$ cat src/rtl/fir_mac_engine.sv
// ---------------------------------------------------------------------------------------------
// fir_mac_engine
//
// Time-multiplexed FIR multiply-accumulate stage. On a sample strobe the parallel taps from the
// upstream shift register are snapshotted. The stage then accumulates tap[i]*coef[i] serially,
// one tap per clock. The sum is rounded (half toward +inf), arithmetically shifted by OUT_SHIFT
// and saturated to a DATA_WIDTH result. A programmable coefficient bank is written through a
// simple address/data port while the engine is idle.
//
// Ports:
//   clk        clock
//   rst        synchronous, active-high reset (clears coefficients too)
//   start      sample strobe; taps are valid in this cycle
//   taps       NUM_REGS x DATA_WIDTH parallel taps, index 0 = newest
//   coef_we    coefficient write enable (honoured only when idle and not starting)
//   coef_addr  coefficient index
//   coef_data  signed coefficient value
//   y          signed filter output, held until the next result
//   y_valid    one-cycle pulse when y updates
//   busy       high while a computation is in progress
//   overrun    sticky flag, set when a start arrives while busy (cleared by rst only)
// ---------------------------------------------------------------------------------------------
module fir_mac_engine #(
    parameter int unsigned DATA_WIDTH = 16,
    parameter int unsigned NUM_REGS   = 8,
    parameter int unsigned COEF_WIDTH = 16,
    parameter int unsigned ACC_WIDTH  = 40,
    parameter int unsigned OUT_SHIFT  = 0,
    localparam int unsigned IdxW      = (NUM_REGS > 1) ? $clog2(NUM_REGS) : 1
) (
    input  logic                                 clk,
    input  logic                                 rst,
    input  logic                                 start,
    input  logic [NUM_REGS-1:0][DATA_WIDTH-1:0]  taps,
    input  logic                                 coef_we,
    input  logic [IdxW-1:0]                      coef_addr,
    input  logic signed [COEF_WIDTH-1:0]         coef_data,
    output logic signed [DATA_WIDTH-1:0]         y,
    output logic                                 y_valid,
    output logic                                 busy,
    output logic                                 overrun
);

    localparam int unsigned ProdW = DATA_WIDTH + COEF_WIDTH;
    localparam int unsigned RndW  = ACC_WIDTH + 1;
    localparam int unsigned RndPos = (OUT_SHIFT > 0) ? OUT_SHIFT - 1 : 0;

    localparam logic [IdxW-1:0] LastIdx = IdxW'(NUM_REGS - 1);

    // Rounding is done one bit wider than the accumulator so the bias can never wrap.
    localparam logic signed [RndW-1:0] RndOne   = RndW'(1);
    localparam logic signed [RndW-1:0] RndConst = (OUT_SHIFT > 0) ? (RndOne <<< RndPos) : '0;
    localparam logic signed [RndW-1:0] YMax =
        {{(RndW - DATA_WIDTH + 1){1'b0}}, {(DATA_WIDTH - 1){1'b1}}};
    localparam logic signed [RndW-1:0] YMin =
        {{(RndW - DATA_WIDTH + 1){1'b1}}, {(DATA_WIDTH - 1){1'b0}}};

    typedef enum logic [1:0] {
        StIdle,
        StMac,
        StOut
    } state_e;

    state_e                         state_q, state_d;
    logic signed [DATA_WIDTH-1:0]   snap_q [NUM_REGS];
    logic signed [DATA_WIDTH-1:0]   snap_d [NUM_REGS];
    logic signed [COEF_WIDTH-1:0]   coef_q [NUM_REGS];
    logic signed [COEF_WIDTH-1:0]   coef_d [NUM_REGS];
    logic signed [ACC_WIDTH-1:0]    acc_q, acc_d;
    logic [IdxW-1:0]                idx_q, idx_d;
    logic signed [DATA_WIDTH-1:0]   y_q, y_d;
    logic                           y_valid_q, y_valid_d;
    logic                           overrun_q, overrun_d;

    // Datapath: one full-precision product per MAC cycle, sign-extended into the accumulator.
    logic signed [DATA_WIDTH-1:0]   snap_sel;
    logic signed [COEF_WIDTH-1:0]   coef_sel;
    logic signed [ProdW-1:0]        prod;
    logic signed [ACC_WIDTH-1:0]    prod_ext;
    logic signed [RndW-1:0]         rnd;
    logic signed [RndW-1:0]         shifted;
    logic signed [DATA_WIDTH-1:0]   y_sat;
    logic                           addr_ok;

    always_comb begin
        snap_sel = snap_q[idx_q];
        coef_sel = coef_q[idx_q];
        prod     = snap_sel * coef_sel;
        prod_ext = {{(ACC_WIDTH - ProdW){prod[ProdW-1]}}, prod};
    end

    always_comb begin
        rnd     = {acc_q[ACC_WIDTH-1], acc_q} + RndConst;
        shifted = rnd >>> OUT_SHIFT;
        if (shifted > YMax) begin
            y_sat = YMax[DATA_WIDTH-1:0];
        end else if (shifted < YMin) begin
            y_sat = YMin[DATA_WIDTH-1:0];
        end else begin
            y_sat = shifted[DATA_WIDTH-1:0];
        end
    end

    // Needed only when NUM_REGS is not a power of two.
    assign addr_ok = (32'(coef_addr) < NUM_REGS);

    always_comb begin
        state_d   = state_q;
        snap_d    = snap_q;
        coef_d    = coef_q;
        acc_d     = acc_q;
        idx_d     = idx_q;
        y_d       = y_q;
        y_valid_d = 1'b0;
        overrun_d = overrun_q;

        unique case (state_q)
            StIdle: begin
                if (start) begin
                    // A write coinciding with an accepted start is dropped.
                    for (int i = 0; i < int'(NUM_REGS); i++) begin
                        snap_d[i] = taps[i];
                    end
                    acc_d   = '0;
                    idx_d   = '0;
                    state_d = StMac;
                end else if (coef_we && addr_ok) begin
                    coef_d[coef_addr] = coef_data;
                end
            end
            StMac: begin
                acc_d = acc_q + prod_ext;
                if (idx_q == LastIdx) begin
                    idx_d   = '0;
                    state_d = StOut;
                end else begin
                    idx_d = idx_q + IdxW'(1);
                end
                if (start) begin
                    overrun_d = 1'b1;
                end
            end
            StOut: begin
                y_d       = y_sat;
                y_valid_d = 1'b1;
                state_d   = StIdle;
                if (start) begin
                    overrun_d = 1'b1;
                end
            end
            default: begin
                state_d = StIdle;
            end
        endcase
    end

    always_ff @(posedge clk) begin
        if (rst) begin
            state_q   <= StIdle;
            acc_q     <= '0;
            idx_q     <= '0;
            y_q       <= '0;
            y_valid_q <= 1'b0;
            overrun_q <= 1'b0;
            for (int i = 0; i < int'(NUM_REGS); i++) begin
                snap_q[i] <= '0;
                coef_q[i] <= '0;
            end
        end else begin
            state_q   <= state_d;
            acc_q     <= acc_d;
            idx_q     <= idx_d;
            y_q       <= y_d;
            y_valid_q <= y_valid_d;
            overrun_q <= overrun_d;
            for (int i = 0; i < int'(NUM_REGS); i++) begin
                snap_q[i] <= snap_d[i];
                coef_q[i] <= coef_d[i];
            end
        end
    end

    assign y       = y_q;
    assign y_valid = y_valid_q;
    assign busy    = (state_q != StIdle);
    assign overrun = overrun_q;

endmodule

$ cat config.mk
export PLATFORM = sky130hd
export DESIGN_NAME = fir_mac_engine
export DESIGN_NICKNAME = d
export VERILOG_FILES = /design/src/rtl/fir_mac_engine.sv
export SDC_FILE = /design/constraint.sdc
export NUM_CORES = 1
export LEC_CHECK = 0
export ABC_AREA = 1
export CAP_MARGIN = 25
export CORE_MARGIN = 2
export CORE_UTILIZATION = 45
export CTS_CLUSTER_SIZE = 24
export DETAILED_ROUTE_END_ITERATION = 8
export GPL_TIMING_DRIVEN = 1
export PLACE_DENSITY_LB_ADDON = 0.15
export SYNTH_ARGS = -nofsm -noshare
export SYNTH_HDL_FRONTEND = slang
export SYNTH_SLANG_ARGS = --single-unit
$ cat constraint.sdc
create_clock -name clk -period 6.95 [get_ports clk]
set_clock_uncertainty 0.2 [all_clocks]
set_input_delay 1.39 -clock clk [delete_from_list [all_inputs] [get_ports clk]]
set_output_delay 1.39 -clock clk [all_outputs]
set_load 0.03 [all_outputs]
==> summary.txt <==
Pwr
  • Worst VDD drop: 351.5 uV
  • Leak: 15.70 nW
  • Pwr/cell area: 378.4 nW/um2
  • Power, Total: 0.01243 W

Worst setup path
  • Arr. time, crit path: 6.99 ns
  • RR Endpoint: acc_q[39]$_SDFFE_PP0P_
  • Largest stage delay, worst path: 0.59 ns
  • Setup Crit Path Kind: reg -> reg
  • Critical Path Sink: acc_q[39]$_SDFFE_PP0P_
  • Critical-path top delay cell: fa_2
  • Critical Path Source Type: register
  • Worst path most repeated cell: nand2_1
  • Worst Setup End Kind: register
  • CP startpoint: idx_q[0]$_SDFFE_PP0P_
  • Crit-path max FO: 10
  • Required time worst endpoint: 7.18 ns
  • Worst r2r src: idx_q[0]$_SDFFE_PP0P_
  • Reg2reg setup slack: 0.19 ns
  • Cells on worst reg2reg path: 33

Worst hold path
  • Hold Path Depth: 2
  • Hold Crit Class: reg -> reg

STA
  • RSZ-0062 raised after global routing: true
  • Worst setup margin: 0.1888 ns
  • Final setup viols: 0
  • Final hold viol count: 0
  • Maximum clock frequency: 147.9 MHz
  • Max-slew violations: 0
  • Worst slew margin: 31.30%
  • Final TNS setup: 0 ns
  • WHS: 0.2549 ns
  • Final worst-path cycle share: 97.28%
  • Fin crit period: 6.761 ns
  • Worst slew pin tran: 1.027 ns

Floorplanning
  • Area of the die: 61640 um2
  • Initial core utilization: 45.50%
  • Die X: 248.3 um
  • I/O pin cnt: 170
  • Std cell rows: 89
  • Core box area: 59020 um2
  • DIE HEIGHT: 248.3 um

Clock network
  • Worst-path clk slew: 0.06 ns
  • Total CTS buffers: 38
  • CTS tree: yes
  • Clock Latency Late Sink: 0.58 ns
  • Htree depth: 2
  • CTS Sinks: 319
  • CTS max path bufs: 3
  • Post-CTS Hold Buffers: 0
  • CTS root buf: clkbuf_16

Placed design
  • DP Cell Count: 4571
  • DP HPWL: 62.95 mm
  • Final GP Congestion: 0.9227
  • PortBufs: 169
  • Pre-CTS WS: -0.05010 ns

GRT
  • First-pass GRT wire length: 130.7 mm
  • Initial antenna violation count: 0
  • Vias in the first global route: 23.42k
  • GRT Overall Usage: 27.25%
  • GR Overflow Total: 0
  • Largest net degree at the start of global routing: 142

Logic synthesis
  • EDFF count, synth: 0
  • Ys async rst share: 0%
  • Synthesized cell area: 26850 um2
  • Most common flop cell mapped by yosys: dfxtp_1
  • Sequential-to-total area share from yosys stat: 23.78%
  • Area leader, netlist: fa_1
  • Synthesized area per cell: 7.480 um2
  • Yosys cell types: 44
  • Yosys top cell area share: 24.60%
  • Synth Warn #: 0
  • Register bit total from synthesis: 319
  • Largest cells by area after synthesis: fa_1 (25%), dfxtp_1 (24%), nor2_1 (11%), inv_1 (7.8%), o21ai_0 (7.5%)
  • Cells after synthesis: 3590
  • Syn nets: 4191

Final layout
  • Multi-input logic area: 18020 um2
  • Register area: 6391 um2
  • Fin nets: 4472
  • Area Overhead vs Synth: 22.36%
  • Non-Filler Instances: 4672
  • Fill cell total of the finished layout: 5661
  • N_diodes: 0
  • Layout cell share with drive strength beyond 1: 13.80%

Route
  • ANT nets after route: 0
  • Vias: 24.08k
  • WL per Instance: 17.77 um
  • Drt drc: 0
  • Drt total wl: 83.01 mm
  • 1st-pass router iterations: 7
  • Vias per inst: 5.154
  • Initial drt markers: 1827

Outcome
  • Status: complete, no violations

Run
  • Max cap viols: 0
[layout by cell type (no fill, tap or decap), types with 16 or more instances in the layout]
cell / count
a21oi_1: 102
a21oi_2: 22
buf_12: 21
buf_4: 203
clkbuf_16: 43
clkdlybuf4s50_1: 168
dfxtp_1: 317
fa_1: 324
ha_1: 98
ha_4: 18
inv_1: 551
inv_2: 21
nand2_1: 428
nand2_2: 28
nand3_1: 63
nand4_1: 16
nor2_1: 765
nor2_2: 47
o21ai_0: 396
o21ai_1: 25
o21ai_4: 21
o22ai_1: 55
[cell type report]
class                           instances  share of cell area, %
Clock buffer                           52                  3.207
Clock inverter                         16                 0.5941
Inverter                              593                  6.973
Multi-Input combinational cell       2508                  54.85
Sequential cell                       319                  19.45
Tap cell                              773                  2.944
Timing Repair Buffer                  411                  11.98
[metrics by stage]
stage	utilization (%)	instance area [um2]
floorplan	-	26850
global placement	51.50	30400
detailed placement	51.50	30400
CTS	53.67	31670
global route	55.67	32860
finish	55.67	32860
[registers in the layout (all words and copies together), names as in the netlist]
name	cells
snap_q	128
state_q	2
idx_q	3
overrun	1
y_valid	1
y	16
acc_q	40
coef_q	128
[how the worst min path moves through the flow]
stage | from | to | slack, ns
2_1_floorplan | snap_q[111]$_SDFFE_PP0P_ | snap_q[111]$_SDFFE_PP0P_ | 0.23
3_3_place_gp | coef_q[0]$_SDFFE_PP0P_ | coef_q[0]$_SDFFE_PP0P_ | 0.24
3_5_place_dp | coef_q[32]$_SDFFE_PP0P_ | coef_q[32]$_SDFFE_PP0P_ | 0.25
4_1_cts | coef_q[32]$_SDFFE_PP0P_ | coef_q[32]$_SDFFE_PP0P_ | 0.26
5_1_grt | snap_q[47]$_SDFFE_PP0P_ | snap_q[47]$_SDFFE_PP0P_ | 0.29
6_report | coef_q[64]$_SDFFE_PP0P_ | coef_q[64]$_SDFFE_PP0P_ | 0.25
[worst max-delay path: cells and delay by family (launching register included)]
family	cells	cell delay [ns]
adders and majority gates	7	3.36
buffers and inverters	10	1.10
DFF	1	0.47
AOI/OAI and AO/OA	4	0.50
and+or+nand+nor	12	0.98
[power by group]
group	switching [W]	internal, W
clock	0.000881	0.00116
sequential	0.000144	0.00197
combinational	0.00477	0.00351
[kinds of logic (layout without fill, tap and decap cells)]
logic type	after synthesis	after routing	synth area share, %
AO/OA/AOI/OAI	655	655	13.51
XOR/XNOR	3	3	0.09787
adder cells (fa/ha/maj)	450	450	30.19
buffers and inverters	763	1072	11.82
flip-flops	319	319	23.78
AND/OR/NAND/NOR	1400	1400	20.60
[Yosys cell counts (all sizes together) (6+ instances only)]
cell type and n:
nand3 71, fa 330, a21oi 125, nand3b 8, clkinv 7, nand2 459
o21ai 452, dfxtp 319, inv 586, nand4 16, o22ai 60, clkbuf 97
nor2 826, o21bai 9, buf 73, nor4 6, ha 120
[layer usage]
metal	track usage, %	part of all wire, %
met1	39.17	46
met2	43.86	46
met3	3.512	6.8
met4	5.987	2.0
met5	0	0
[timing repair]
| item | in CTS | in global routing |
|---|---|---|
| endpoints found under the hold margin | 0 | 0 |
| pin swaps | 0 | 29 |
| cloned | 0 | 5 |
| resized for setup | 5 | 205 |
| endpoints found under the setup margin | 13 | 28 |
| buffers inserted | 0 | 27 |
Note: power is estimated with default switching activity, not from simulation.
